==> src/rtl/grad_pkg.sv <==
`timescale 1ns/1ps
// Shared definitions for the gradient BRAM sequencer and the OCRA1 serialiser.
package grad_pkg;
    localparam int unsigned WORD_W    = 32;
    localparam int unsigned IVL_W     = 16;
    localparam int unsigned GUARD_DEF = 3;

    typedef enum logic [2:0] {
        ST_IDLE,
        ST_FETCH,
        ST_WAITD,
        ST_HOLD,
        ST_ISSUE,
        ST_DONE
    } state_t;

    // OCRA1 word layout: channel 26:25, broadcast 24, payload 23:0.
    typedef struct packed {
        logic [4:0]  rsvd;
        logic [1:0]  chan;
        logic        bcast;
        logic [23:0] payload;
    } ocra_word_t;
endpackage

==> src/rtl/sat_dncnt.sv <==
`timescale 1ns/1ps
// Loadable down-counter that stops at zero; load wins over decrement.
module sat_dncnt #(
    parameter int unsigned W = 16
) (
    input  logic         clk,
    input  logic         rst,
    input  logic         i_load,
    input  logic [W-1:0] i_value,
    output logic         o_zero_c
);
    logic [W-1:0] r_cnt;

    always_ff @(posedge clk) begin
        if (rst) begin
            r_cnt <= '0;
        end else if (i_load) begin
            r_cnt <= i_value;
        end else if (r_cnt != '0) begin
            r_cnt <= r_cnt - W'(1);
        end
    end

    assign o_zero_c = (r_cnt == '0);
endmodule

==> src/rtl/grad_bram_seq.sv <==
`timescale 1ns/1ps
// Plays gradient words from BRAM to the OCRA1 serialiser with a minimum issue
// interval and a post-broadcast guard window on the serialiser busy flag.
module grad_bram_seq
    import grad_pkg::*;
#(
    parameter int unsigned ADDR_W = 13,
    parameter int unsigned GUARD  = GUARD_DEF
) (
    input  logic              clk,
    input  logic              rst,
    input  logic              start_i,
    input  logic              stop_i,
    input  logic [ADDR_W-1:0] end_addr_i,
    input  logic [IVL_W-1:0]  interval_i,
    output logic [ADDR_W-1:0] bram_addr_o,
    output logic              bram_en_o,
    input  logic [WORD_W-1:0] bram_data_i,
    output logic [WORD_W-1:0] data_o,
    output logic              valid_o,
    input  logic              busy_i,
    output logic              running_o,
    output logic              done_o,
    output logic              stall_o
);
    localparam int unsigned GUARD_W = 8;
    // HOLD first samples the counter two cycles after the ISSUE that loaded it.
    localparam int unsigned IVL_BIAS = 2;

    state_t              r_state;
    state_t              w_state_nxt;
    logic [ADDR_W-1:0]   r_addr;
    logic [ADDR_W-1:0]   w_addr_nxt;
    logic [ADDR_W-1:0]   r_end_addr;
    logic [IVL_W-1:0]    r_interval;
    logic [IVL_W-1:0]    w_ivl_load;
    ocra_word_t          r_data;
    logic                r_valid;
    logic                r_en;
    logic                r_running;
    logic                r_done;
    logic                r_stall;
    logic                w_start;
    logic                w_ivl_zero;
    logic                w_guard_zero;
    logic                w_bcast;
    logic                w_issue_ok;
    logic                w_issue_now;
    logic                w_stall_set;

    assign w_bcast     = r_data.bcast;
    assign w_issue_now = (r_state == ST_ISSUE);
    assign w_issue_ok  = w_ivl_zero && (!w_bcast || (w_guard_zero && !busy_i));
    assign w_stall_set = (r_state == ST_HOLD) && w_ivl_zero && !w_issue_ok && !stop_i;
    assign w_ivl_load  = (r_interval > IVL_W'(IVL_BIAS)) ? (r_interval - IVL_W'(IVL_BIAS)) : '0;

    sat_dncnt #(.W(IVL_W)) u_ivl_ctr (
        .clk      (clk),
        .rst      (rst),
        .i_load   (w_issue_now),
        .i_value  (w_ivl_load),
        .o_zero_c (w_ivl_zero)
    );

    sat_dncnt #(.W(GUARD_W)) u_guard_ctr (
        .clk      (clk),
        .rst      (rst),
        .i_load   (w_issue_now && w_bcast),
        .i_value  (GUARD_W'(GUARD)),
        .o_zero_c (w_guard_zero)
    );

    always_ff @(posedge clk) begin
        if (rst) begin
            r_state <= ST_IDLE;
        end else begin
            r_state <= w_state_nxt;
        end
    end

    // Next state and playback address; stop overrides every non-idle transition.
    always_comb begin
        w_state_nxt = r_state;
        w_addr_nxt  = r_addr;
        w_start     = 1'b0;
        case (r_state)
            ST_IDLE: begin
                if (start_i && !stop_i) begin
                    w_start     = 1'b1;
                    w_addr_nxt  = '0;
                    w_state_nxt = ST_FETCH;
                end
            end
            ST_FETCH: w_state_nxt = ST_WAITD;
            ST_WAITD: w_state_nxt = ST_HOLD;
            ST_HOLD: begin
                if (w_issue_ok) begin
                    w_state_nxt = ST_ISSUE;
                end
            end
            ST_ISSUE: begin
                if (r_addr == r_end_addr) begin
                    w_state_nxt = ST_DONE;
                end else begin
                    w_addr_nxt  = r_addr + ADDR_W'(1);
                    w_state_nxt = ST_FETCH;
                end
            end
            ST_DONE:  w_state_nxt = ST_IDLE;
            default:  w_state_nxt = ST_IDLE;
        endcase
        if (stop_i && (r_state != ST_IDLE)) begin
            w_state_nxt = ST_IDLE;
        end
    end

    always_ff @(posedge clk) begin
        if (rst) begin
            r_addr     <= '0;
            r_end_addr <= '0;
            r_interval <= '0;
            r_data     <= '0;
            r_valid    <= 1'b0;
            r_en       <= 1'b0;
            r_running  <= 1'b0;
            r_done     <= 1'b0;
            r_stall    <= 1'b0;
        end else begin
            r_addr    <= w_addr_nxt;
            r_valid   <= (w_state_nxt == ST_ISSUE);
            r_en      <= (w_state_nxt == ST_FETCH);
            r_running <= (w_state_nxt != ST_IDLE);
            r_done    <= (w_state_nxt == ST_DONE);
            if (w_start) begin
                r_end_addr <= end_addr_i;
                r_interval <= interval_i;
            end
            if (r_state == ST_WAITD) begin
                r_data <= bram_data_i;
            end
            if (w_start) begin
                r_stall <= 1'b0;
            end else if (w_stall_set) begin
                r_stall <= 1'b1;
            end
        end
    end

    assign bram_addr_o = r_addr;
    assign bram_en_o   = r_en;
    assign data_o      = r_data;
    assign valid_o     = r_valid;
    assign running_o   = r_running;
    assign done_o      = r_done;
    assign stall_o     = r_stall;
endmodule

==> config.mk <==
export PLATFORM = sky130hd
export DESIGN_NAME = grad_bram_seq
export DESIGN_NICKNAME = d
export VERILOG_FILES = /design/src/rtl/grad_pkg.sv /design/src/rtl/sat_dncnt.sv /design/src/rtl/grad_bram_seq.sv
export SDC_FILE = /design/constraint.sdc
export NUM_CORES = 1
export LEC_CHECK = 0
export BUFFER_PORTS_ARGS = -buffer_cell sky130_fd_sc_hd__buf_2
export CAP_MARGIN = 20
export CORE_ASPECT_RATIO = 1.2
export CORE_UTILIZATION = 40
export CTS_CLUSTER_SIZE = 30
export DETAILED_ROUTE_END_ITERATION = 10
export PLACE_DENSITY = 0.66
export RECOVER_POWER = 25
export SLEW_MARGIN = 20
export SYNTH_ARGS = -nofsm -noshare
export SYNTH_HDL_FRONTEND = slang
export SYNTH_SLANG_ARGS = --single-unit
==> constraint.sdc <==
create_clock -name clk -period 2 [get_ports clk]
set_input_delay 0.4 -clock clk [delete_from_list [all_inputs] [get_ports clk]]
set_output_delay 0.4 -clock clk [all_outputs]
set_load 0.1 [all_outputs]
=== Yosys cells after proc, flatten, opt, wreduce, memory -nomap -nowiden ===
Cells that the tools add are included.

* Add/subtract/negate cells: 4
* $mul: 0
* Div/mod/pow operators: 0
* Magnitude comparators: 1
* Eq/ne operators: 10
* Shift operators: 0
* Muxes and demuxes: 15
* Bitwise gates (word level): 0
* Reduce and logical (&&, ||, !) cells: 26

{| class="wikitable"
|+ Operators with widths
! cell !! number
|-
| $mux W16 || 3
|-
| $mux W13 || 2
|-
| $pmux W13 S2 || 1
|-
| $gt A16 B2 Y1 const B || 1
|-
| $logic_not A16 Y1 || 1
|-
| $reduce_bool A16 Y1 || 1
|-
| $sub A16 B1 Y16 const B || 1
|-
| $sub A16 B2 Y16 const B || 1
|-
| $pmux W3 S5 || 1
|-
| $add A13 B1 Y13 const B || 1
|-
| $eq A13 B13 Y1 || 1
|-
| $mux W3 || 4
|-
| $eq A3 B3 Y1 const B || 3
|-
| $logic_and A1 B1 Y1 || 8
|-
| $logic_not A8 Y1 || 1
|-
| $reduce_bool A8 Y1 || 1
|-
| $sub A8 B1 Y8 const B || 1
|-
| $eq A3 B1 Y1 const B || 2
|-
| $eq A3 B2 Y1 const B || 2
|-
| $reduce_bool A2 Y1 || 3
|-
| $reduce_bool A3 Y1 || 2
|-
| $logic_not A1 Y1 || 4
|-
| $mux W2 || 2
|-
| $ne A2 B2 Y1 const B || 2
|-
| 5 further kinds || 7
|}

* Register bits: 106
* Bits in latches: 0
* RAM bits: 0
* Bits in read-only memories: 0
* Input bits: 66
* Output and inout bits: 50
* Word-level logic and storage cells: 72
* Memories kept: 0

=== Logic depth before layout (Yosys ltp) ===
Gate-level depths: netlist (run 1).

* Depth after elaboration: 8
* Depth in mapped cells: 9
* Mapped depth without buffers: 8

=== Cells and area by module ===
A second synthesis (run 1) with hierarchy kept.

* Cells, all modules: 633
* Area, all modules: 4973.5 µm²

{| class="wikitable"
|+ Modules (own cells, without submodules)
! module !! times used !! cells each !! area an instance (µm²) !! sequential area each (µm²)
|-
| grad_bram_seq || 1 || 464 || 3533.4 || 1641.6
|-
| sat_dncnt (u_ivl_ctr) || 1 || 116 || 964.7 || 320.3
|-
| sat_dncnt (u_guard_ctr) || 1 || 53 || 475.5 || 160.2
|}

=== Worst setup path before layout (run 1) ===
OpenSTA, ideal clock, no wires.

* Path type: reg-to-reg
* Start point: reg r_addr[4] (netlist: bram_addr_o[4])
* End point: reg r_addr[8] (netlist: bram_addr_o[8])
* Library setup time: 0.070 ns
* Data arrival time: 2.446 ns
* Required time: 1.930 ns
* Setup slack: -0.517 ns
* Stages on the path, launching flop included: 9
* Buffers on the path: 2
* Clock period less this slack: 2.517 ns
* Cells stage by stage: dfxtp_1 -> xor2_1 -> nor4_1 -> nand4_1 -> a21oi_1 -> buf_2 -> buf_2 -> o21ai_0 -> a21oi_1

* Longest elaborated chain between the ends: 3
* Elaborated cells on any way between the ends: 6
* Those cells by class: add/sub: 1; eq/ne: 2; mux: 2; reduce/logical: 1

{| class="wikitable"
|+ Ends and longest elaborated chain
! item !! line !! text
|-
| start, declared || grad_bram_seq.sv:32 || <nowiki>logic [ADDR_W-1:0] r_addr;</nowiki>
|-
| start signal, assigned || grad_bram_seq.sv:129 || <nowiki>r_addr <= w_addr_nxt;</nowiki>
|-
| $add A13 B1 Y13 or $eq A13 B13 Y1 (tied branches) || grad_bram_seq.sv:105, grad_bram_seq.sv:102 ||
|-
| $mux W13 or $ne A2 B2 Y1 (tied branches) || n/a ||
|-
| $pmux W13 S2 or $reduce_and A3 Y1 (tied branches) || n/a ||
|}

Several ways; a longest one is shown, not always the timed one. The select of a mux whose other input is x is not followed.
A chain may end at the register's enable or synchronous reset.

=== Worst setup path in the final report (run 1) ===
* Start point: reg u_ivl_ctr.r_cnt[0]
* End point: reg u_ivl_ctr.r_cnt[9]

* Longest elaborated chain between the ends: 3
* Elaborated cells on any way between the ends: 5
* Those cells by class: add/sub: 1; mux: 2; reduce/logical: 2

{| class="wikitable"
|+ Ends and longest elaborated chain
! item !! line !! text
|-
| start, declared || sat_dncnt.sv:12 || <nowiki>logic [W-1:0] r_cnt;</nowiki>
|-
| start signal, assigned || sat_dncnt.sv:18 || <nowiki>r_cnt <= i_value;</nowiki>
|-
| start signal, assigned || sat_dncnt.sv:20 || <nowiki>r_cnt <= r_cnt - W'(1);</nowiki>
|-
| $sub A16 B1 Y16 || sat_dncnt.sv:20 ||
|-
| $mux W16 || sat_dncnt.sv:19 || <nowiki>end else if (r_cnt != '0) begin</nowiki>
|-
| $mux W16 || sat_dncnt.sv:17 || <nowiki>end else if (i_load) begin</nowiki>
|}

Several ways; a longest one is shown, not always the timed one. The select of a mux whose other input is x is not followed.

==> results of run 1 <==
## flip-flops by register name, indices dropped and copies added (netlist names), 3 cells and up
register	count
u_ivl_ctr.r_cnt	16
data_o	31
bram_addr_o	13
r_interval	16
u_guard_ctr.r_cnt	8
r_end_addr	13
r_state	3
## synthesized netlist by cell type (4+ instances only)
library cell	instances	area, um^2
clkbuf_1	24	90.1
o21ai_0	12	60.1
nor4_1	10	62.6
a21oi_1	74	370
ha_1	6	75.1
nor3_1	16	80.1
nand3_1	8	40.0
dfxtp_1	106	2120
or3_1	8	50.1
o22ai_1	10	62.6
inv_1	8	30.0
and2_1	16	100
xor2_1	19	166
nor2_1	36	135
nand2_1	145	544
nand4_1	6	37.5
and3_1	4	25.0
or4_1	8	60.1
o211ai_1	4	30.0
xnor2_1	23	201
## worst max-delay path, cell delays in order, from the launching register on
cell and delay, ns:
dfxtp_2 0.34, or4_4 0.54, or3_4 0.39, buf_4 0.16, or4_1 0.40, a31oi_1 0.18
## what timing repair did
action / CTS / global route
pin swaps: 3 / 9
gates resized for setup: 7 / 21
setup buffers: 0 / 3
hold buffers: 0 / 0
setup endpoints to repair: 16 / 26
endpoints found under the hold margin: 0 / 0
## metrics by stage
step	std cells	hold slack, ns	TNS (ns)	util [%]
2_1_floorplan	593	0.448	-0.0472	-
3_3_place_gp	860	0.439	-0.192	49.1
3_5_place_dp	860	0.444	-0.395	49.1
4_1_cts	876	0.269	-0.135	51.7
5_1_grt	879	0.269	-0.406	52.5
6_report	879	0.280	-0.0955	52.5
## power by group through the flow
stage                     Combinational, mW  Sequential (mW)  Clock (mW)
after floorplan                        1.45             2.68           0
after global placement                 2.10             2.56           0
after detailed placement               2.15             2.57           0
after CTS                              2.19             2.53        1.78
after global routing                   2.57             2.60        1.87
final                                  2.33             2.56        1.72
## path summary, 6_finish.rpt
path	start	to	slack (ns)	cells past startpoint
worst max-delay path	u_ivl_ctr.r_cnt[0]	u_ivl_ctr.r_cnt[9]	-0.08	5
worst min-delay path	bram_data_i[16]	data_o[16]	0.28	3
worst max register to register	u_ivl_ctr.r_cnt[0]	u_ivl_ctr.r_cnt[9]	-0.08	5
worst min register to register	data_o[17]	data_o[17]	0.45	2
## routing by layer
| metal | track usage [%] | share of wire [%] | vias up |
|---|---|---|---|
| met5 | 0 | 0 | - |
| met4 | 7.43 | 1.4 | 0 |
| met3 | 4.72 | 4.8 | 15 |
| met2 | 33.6 | 50 | 115 |
| met1 | 23.4 | 44 | 2053 |
| li1 | - | - | 2274 |
## final cells by class
type	count	area share [%]
Clock buffer	9	3.71
Clock inverter	7	1.11
Inverter	8	0.494
Multi-Input combinational cell	444	42.1
Sequential cell	106	35.7
Tap cell	157	3.23
Timing Repair Buffer	148	13.7
## kinds of logic after synthesis
group                    Yosys count
AO/OA/AOI/OAI                    116
XOR/XNOR                          42
adder cells (fa/ha/maj)            6
buffers and inverters             43
flip-flops                       106
multiplexers                       3
AND/OR/NAND/NOR                  277
==> results.md, run 1 <==
* Status: finished, violations left
* Failing checks: setup timing
* Overall Power at 6.62 mW
* Synth Area in Compound Gates at 13.8%
* Post-route ant nets at 0
* Worst setup SP type: flip-flop
* Clock Skew at 0.00902 ns
* Adder-cell share of the synthesized area at 1.58%
* Fillcell total at 1132
* Flop pwr share at 38.7%
* Sw Ratio at 33.7%
* Sequential Area at 2170 um^2
* Final period demand of the worst path at 2.08 ns
* Avg WL per Cell at 13.4 um
* DR pass1 iterations at 5
* Starting Density at 41.2%
* Vias in the first global route at 4155
* Asr flop ratio synth at 0%
* Post-synthesis simple-gate area fraction at 27.5%
* F_max at 481 MHz
* # DRC at 0
* Mapped Nets at 665
* Grt ovf at 0
* Core area at 11600 um^2
* Finished Cell Area at 6080 um^2
* Multiplexer area fraction after synthesis at 0.657%
* Clock power share at 26.0%
* Die ar. at 12300 um^2
* First DRT Iteration DRCs at 221
* Vias at 4457
* Combinational share of power at 35.3%
* First-pass GRT wire length at 19.1 mm
* Root Buffer: clkbuf_16
* Chip height at 122 um
* Max-Cap Viols at 0
* Share of cells above drive strength 1 at 29.1%
* Synth Area in XOR/XNOR at 7.72%
* Critical Path AT at 2.35 ns
* Setup crit end kind: flip-flop
* CP required at 2.27 ns
* H-tree levels at 3
* Worst-Skew Late Latency at 0.34 ns
* Rows at 43
* GP Congestion at 0.839
* Unique masters post-synth at 50
* Most frequent cells in the layout: 145 x nand2_1, 107 x buf_2, 89 x dfxtp_1
* Area growth syn-to-layout at 27.6%
* Combinational family with the most area after synthesis: simple AND/OR/NAND/NOR gates
* Lkg Pwr at 2.58 nW
* Power per cell area at 1090 nW/um^2
* Hold Vio Cnt, Final at 0
* Net Switching at 2.23 mW
* Largest net degree at the start of global routing at 33
* Chip Width at 102 um
* FF+latch count, synth at 106
* I/O Pins at 116
* Total Wirelength at 11.7 mm
* RSZ-0062 raised after global routing: yes
* DP Worst Slack at -0.129 ns
* CTS buffer count at 9
* Clk buf depth at 2
* Final setup viols at 2
* Maximum vdd drop at 0.562 mV
* Slew Viols, Final at 0
* Nets at 789
* EDFF count, synth at 0
* P_int at 4.39 mW
* Hold Path Class: in -> reg
* Clock sink total at 106
* Ant. Diodes at 0
* Primary FF master, synth: dfxtp_1
* Commonest non-fill, non-tap cell in the layout: nand2_1
* Worst-path fanout max at 6
* Mapped Cells at 593
* Worst slew pin tran at 0.621 ns
* Slew HR at 58.6%
* Final setup margin at -0.0803 ns
* Buffers added on ports at 115
* Sequential area share after synthesis at 44.6%
* Post-Syn Area at 4760 um^2
* CTS tree: done
* Yosys Warn Count at 0
* Critical path class: reg -> reg
* Vias per cell at 5.07
* Total global-route track usage at 19.6%
* Avg Cell Area, Syn at 8.03 um^2
* Reg clk slew, reported paths at 0.08 ns
* DP Area at 5680 um^2
* Initial antenna violation count at 0
* Tcrit/Tclk final at 104%
* Final HPWL DP at 8.51 mm
* Multi-input gate area at 2560 um^2
Power figures use the tool's default switching activity.
==> run 2, diff against run 1 <==
Settings changed: PLACE_DENSITY 0.66 to 0.64, SKIP_LAST_GASP set to 1.
Clock period 2 ns to 2.2 ns, I/O delays scaled along.
==> run 2 against run 1 <==
  * The run now ends clean
  * Worst hold slack better by 0.041 ns
  * Wire length up 1.2%
  * Cell count is 1.5% lower
  * Highest routed layer unchanged
==> results.md, run 2 (synthesized netlist as in run 1, its figures left out) <==
* Status: complete, no violations (was finished, violations left)
* First DRT Iteration DRCs at 177 (was 221)
* Clock Skew at 0.00777 ns (was 0.00902 ns)
* Vias at 4409 (was 4457)
* Vias per cell at 5.09 (was 5.07)
* Rows at 43 (unchanged)
* CTS tree: done (unchanged)
* Clock sink total at 106 (unchanged)
* RSZ-0062 raised after global routing: no (was yes)
* Starting Density at 41.2% (unchanged)
* Overall Power at 5.74 mW (was 6.62 mW)
* Net Switching at 1.92 mW (was 2.23 mW)
* Post-route ant nets at 0 (unchanged)
* First-pass GRT wire length at 19.5 mm (was 19.1 mm)
* Most frequent cells in the layout: 145 x nand2_1, 110 x buf_2, 91 x dfxtp_1 (was 145 x nand2_1, 107 x buf_2, 89 x dfxtp_1)
* Buffers added on ports at 115 (unchanged)
* Vias in the first global route at 4254 (was 4155)
* Final setup viols at 0 (was 2)
* CP required at 2.44 ns (was 2.27 ns)
* Fillcell total at 1147 (was 1132)
* Post-route setup TNS at 0 ns (was -0.0955 ns)
* Ant. Diodes at 0 (unchanged)
* Core area at 11600 um^2 (unchanged)
* Sw Ratio at 33.4% (was 33.7%)
* R2R Path End: u_ivl_ctr.r_cnt[12] (was u_ivl_ctr.r_cnt[9])
* F_max at 475 MHz (was 481 MHz)
* I/O Pins at 116 (unchanged)
* Chip Width at 102 um (unchanged)
* DR pass1 iterations at 4 (was 5)
* Slew HR at 58.1% (was 58.6%)
* Hold Crit Endpoint: data_o[4] (was data_o[16])
* Die ar. at 12300 um^2 (unchanged)
* Final period demand of the worst path at 2.11 ns (was 2.08 ns)
* DP Worst Slack at 0.0209 ns (was -0.129 ns)
* Clk buf depth at 2 (unchanged)
* Reg2Reg Setup Slack at 0.09 ns (was -0.08 ns)
* Setup crit end kind: flip-flop (unchanged)
* Hold Path Class: in -> reg (unchanged)
* WHS at 0.321 ns (was 0.280 ns)
* H-tree levels at 3 (unchanged)
* Setup bufs post-CTS at 0 (unchanged)
* Critical path class: reg -> reg (unchanged)
* Worst-path fanout max at 4 (was 6)
* Slowest library cell on the worst path: or3_4 (was or4_4)
* Nets at 776 (was 789)
* CP peak stage delay at 0.41 ns (was 0.54 ns)
* Reg2Reg Depth at 8 (was 5)
* Area growth syn-to-layout at 23.2% (was 27.6%)
* Final setup margin at 0.0931 ns (was -0.0803 ns)
* Tcrit/Tclk final at 95.8% (was 104%)
* R2R Path Start: u_ivl_ctr.r_cnt[0] (unchanged)
* Slew Viols, Final at 0 (unchanged)
* Chip height at 122 um (unchanged)
* # DRC at 0 (unchanged)
* Reg clk slew, reported paths at 0.07 ns (was 0.08 ns)
* Lkg Pwr at 2.48 nW (was 2.58 nW)
* P_int at 3.83 mW (was 4.39 mW)
* Root Buffer: clkbuf_16 (unchanged)
* Commonest non-fill, non-tap cell in the layout: nand2_1 (unchanged)
* Grt ovf at 0 (unchanged)
* Total global-route track usage at 19.9% (was 19.6%)
* Clock power share at 26.5% (was 26.0%)
* Hold Crit Start: rst (was bram_data_i[16])
* GP Congestion at 0.849 (was 0.839)
* Largest net degree at the start of global routing at 33 (unchanged)
* Hold Vio Cnt, Final at 0 (unchanged)
* Worst-Skew Late Latency at 0.34 ns (about the same)
* Worst setup SP type: flip-flop (unchanged)
* Max FFs per register at 31 (unchanged)
* CTS buffer count at 9 (unchanged)
* Power per cell area at 979 nW/um^2 (was 1090 nW/um^2)
* Hold depth at 2 (was 3)
* Maximum vdd drop at 0.424 mV (was 0.562 mV)
* Initial antenna violation count at 0 (unchanged)
* Worst slew pin tran at 0.629 ns (was 0.621 ns)
* Avg WL per Cell at 13.7 um (was 13.4 um)
* Flop pwr share at 41.0% (was 38.7%)
* Critical Path AT at 2.34 ns (was 2.35 ns)
* Combinational share of power at 32.6% (was 35.3%)
* CP Cell Sequence: inv_2 > ha_2 > or3b_4 > or3_4 > nor4_4 > xnor2_1 > o22ai_1 > and2_1 (was or4_4 > or3_4 > buf_4 > or4_1 > a31oi_1)
* Final HPWL DP at 8.54 mm (was 8.51 mm)
* Total Wirelength at 11.9 mm (was 11.7 mm)
* Max-Cap Viols at 0 (unchanged)
* Share of cells above drive strength 1 at 26.2% (was 29.1%)
==> run 2: power groups by stage <==
| stage | Combinational, mW | Clock (mW) | Sequential [mW] |
|---|---|---|---|
| 2_1_floorplan | 1.27 | 0 | 2.44 |
| 3_3_place_gp | 1.73 | 0 | 2.35 |
| 3_5_place_dp | 1.78 | 0 | 2.37 |
| 4_1_cts | 1.80 | 1.57 | 2.33 |
| 5_1_grt | 2.08 | 1.66 | 2.38 |
| 6_report | 1.87 | 1.52 | 2.35 |
==> run 2: per-stage QoR <==
| stage | instance area [um^2] | utilization (%) | std cells |
|---|---|---|---|
| 4_1_cts | 5820 | 50.3 | 866 |
| 3_5_place_dp | 5540 | 47.9 | 850 |
| 5_1_grt | 5870 | 50.7 | 866 |
| 6_report | 5870 | 50.7 | 866 |
| 2_1_floorplan | 4780 | - | 593 |
| 3_3_place_gp | 5540 | 47.9 | 850 |
==> run 2: how the worst max path moves through the flow <==
stage	start	endpoint	slack [ns]	cells after the start
2_1_floorplan	bram_addr_o[4]	bram_addr_o[8]	0.06	8
3_3_place_gp	u_ivl_ctr.r_cnt[0]	u_ivl_ctr.r_cnt[12]	0.07	8
3_5_place_dp	u_ivl_ctr.r_cnt[0]	u_ivl_ctr.r_cnt[12]	0.02	8
4_1_cts	u_ivl_ctr.r_cnt[1]	u_ivl_ctr.r_cnt[12]	0.005	8
5_1_grt	u_ivl_ctr.r_cnt[0]	u_ivl_ctr.r_cnt[12]	0.006	8
6_report	u_ivl_ctr.r_cnt[0]	u_ivl_ctr.r_cnt[12]	0.09	8
==> run 2: layout make-up <==
type	instances	area (um^2)	share of cell area, %
clock inverters	5	38.8	0.661
inverters	8	30.0	0.512
repair buffers	135	723	12.3
clock buffers	11	243	4.14
flip-flops and latches	106	2140	36.5
well taps	157	196	3.35
multi-input cells	444	2500	42.5
==> run 2: critical path, delay by kind of cell (launching register included) <==
| kind | cells | cell delay [ns] |
|---|---|---|
| buffers and inverters | 1 | 0.06 |
| xor gates and xnor gates | 1 | 0.15 |
| DFF | 1 | 0.35 |
| adders and majority gates | 1 | 0.17 |
| AOI/OAI and AO/OA | 1 | 0.09 |
| and+or+nand+nor | 4 | 1.19 |
==> run 2: what timing repair did <==
action	CTS	global route
resized for setup	1	18
setup endpoints to repair	2	9
pin swaps	1	4
hold buffers	0	0
==> run 2: routing by layer <==
metal / part of all wire [%] / global-route usage, %
met5: 0 / 0
met4: 1.8 / 8.33
met3: 4.7 / 5.13
met2: 50 / 33.8
met1: 44 / 23.7
==> run 3, diff against run 2 <==
Settings changed: CORE_UTILIZATION 40 to 53, PLACE_DENSITY 0.64 to 0.8.
==> run 3 against run 2 <==
  * Setup slack worse by 0.044 ns
  * Sequential cell count did not move
  * Wire length down 3.5%
  * Largest cell class unchanged
  * Largest power group unchanged
==> results.md, run 3 (synthesized netlist as in run 1, its figures left out) <==
* Post-route setup TNS at 0 ns (unchanged)
* Avg WL per Cell at 13.9 um (was 13.7 um)
* Worst-Skew Late Latency at 0.38 ns (was 0.34 ns)
* Max FFs per register at 31 (unchanged)
* Tcrit/Tclk final at 97.8% (was 95.8%)
* Hold_buf cts at 0 (unchanged)
* Slew Viols, Final at 0 (unchanged)
* Worst setup SP type: flip-flop (unchanged)
* Fillcell total at 784 (was 1147)
* Setup crit end kind: flip-flop (unchanged)
* Reg clk slew, reported paths at 0.10 ns (was 0.07 ns)
* Area growth syn-to-layout at 20.1% (was 23.2%)
* CTS tree: done (unchanged)
* Nets at 774 (was 776)
* First DRT Iteration DRCs at 203 (was 177)
* Grt ovf at 0 (unchanged)
* Clk buf depth at 2 (unchanged)
* GP Congestion at 0.911 (was 0.849)
* Lkg Pwr at 2.43 nW (was 2.48 nW)
* Critical Path AT at 2.43 ns (was 2.34 ns)
* Die ar. at 9370 um^2 (was 12300 um^2)
* Post-route ant nets at 0 (unchanged)
* Hold Path Class: in -> reg (unchanged)
* Clock Skew at 0.0100 ns (was 0.00777 ns)
* Chip height at 106 um (was 122 um)
* Setup bufs post-CTS at 0 (unchanged)
* Final period demand of the worst path at 2.15 ns (was 2.11 ns)
* Power per cell area at 947 nW/um^2 (was 979 nW/um^2)
* Starting Density at 55.0% (was 41.2%)
* Total Wirelength at 11.5 mm (was 11.9 mm)
* Root Buffer: clkbuf_8 (was clkbuf_16)
* First-pass GRT wire length at 18.3 mm (was 19.5 mm)
* Vias at 4517 (was 4409)
* Resized cells post-CTS at 0 (was 1)
* F_max at 465 MHz (was 475 MHz)
* Vias in the first global route at 4307 (was 4254)
* Commonest non-fill, non-tap cell in the layout: nand2_1 (unchanged)
* CTS buffer count at 9 (unchanged)
* # DRC at 0 (unchanged)
* Share of cells above drive strength 1 at 24.9% (was 26.2%)
* H-tree levels at 3 (unchanged)
* I/O Pins at 116 (unchanged)
* Worst-path fanout max at 3 (was 4)
* Initial antenna violation count at 0 (unchanged)
* DR pass1 iterations at 4 (unchanged)
* Chip Width at 88.5 um (was 102 um)
* Final HPWL DP at 8.38 mm (was 8.54 mm)
* Critical path class: reg -> reg (unchanged)
* Final setup viols at 0 (unchanged)
* Total global-route track usage at 24.9% (was 19.9%)
* Final Util at 66.1% (was 50.7%)
* Most frequent cells in the layout: 145 x nand2_1, 109 x buf_2, 92 x dfxtp_1 (was 145 x nand2_1, 110 x buf_2, 91 x dfxtp_1)
* Worst slew pin tran at 0.603 ns (was 0.629 ns)
* Max-Cap Viols at 0 (unchanged)
* Clock sink total at 106 (unchanged)
* Overall Power at 5.42 mW (was 5.74 mW)
* Slew HR at 59.8% (was 58.1%)
* Core area at 8660 um^2 (was 11600 um^2)
* Buffers added on ports at 115 (unchanged)
* Rows at 37 (was 43)
* Maximum vdd drop at 0.468 mV (was 0.424 mV)
* Vias per cell at 5.48 (was 5.09)
* WHS at 0.287 ns (was 0.321 ns)
* Status: complete, no violations (unchanged)
* Ant. Diodes at 0 (unchanged)
* Largest net degree at the start of global routing at 37 (was 33)
* RSZ-0062 raised after global routing: yes (was no)
* CP required at 2.48 ns (was 2.44 ns)
* Hold Vio Cnt, Final at 0 (unchanged)
run 3: cell count changes in the layout (fill, tap and decap cells not counted), moves of 2 or more:
cell / delta
clkbuf_16: -9
clkbuf_8: +9
buf_4: -3
clkbuf_1: +2
inv_1: +2
inv_2: -2
nor3_2: -2
run 3: cell type report:
class | instances | area (um^2) | share of cell area, %
Tap cell | 117 | 146 | 2.56
Multi-Input combinational cell | 444 | 2480 | 43.5
Sequential cell | 106 | 2140 | 37.4
Clock buffer | 13 | 149 | 2.60
Timing Repair Buffer | 133 | 721 | 12.6
Clock inverter | 3 | 47.5 | 0.832
Inverter | 8 | 30.0 | 0.525
run 3: path summary, 6_finish.rpt:
| kind | start | endpoint | slack, ns | depth (start not counted) |
|---|---|---|---|---|
| min reg2reg | data_o[13] | data_o[13] | 0.46 | 2 |
| min | end_addr_i[0] | r_end_addr[0] | 0.29 | 3 |
| max | u_ivl_ctr.r_cnt[1] | u_ivl_ctr.r_cnt[12] | 0.05 | 8 |
| max reg2reg | u_ivl_ctr.r_cnt[1] | u_ivl_ctr.r_cnt[12] | 0.05 | 8 |
run 3: report_power, final:
| group | leakage (nW) | internal, mW | switching [mW] |
|---|---|---|---|
| registers | 0.869 | 2.13 | 0.216 |
| logic | 1.47 | 0.874 | 0.986 |
| clock network | 0.0982 | 0.566 | 0.648 |
run 3: layer usage:
layer	wire length [um]	up-vias	track usage, %
met2	5960	121	44.2
met3	512	25	4.39
met5	0	-	0
li1	-	2246	-
met4	345	0	12.7
met1	4640	2125	27.8
run 3: worst max-delay path, cell delays in order, from the launching register on:
cell and delay (ns):
dfxtp_1 0.34, inv_1 0.11, ha_2 0.20, or3b_2 0.46, or3_4 0.39, nor4_4 0.15
xnor2_1 0.14, o22ai_1 0.10, and2_1 0.17
run 3: through the flow:
stage	std cells	cell area, um^2	setup WS (ns)
after floorplan	593	4780	0.0564
after global placement	808	5480	0.0474
after detailed placement	808	5480	0.0157
after CTS	824	5680	0.00865
after global routing	824	5720	-0.0346
final	824	5720	0.0491
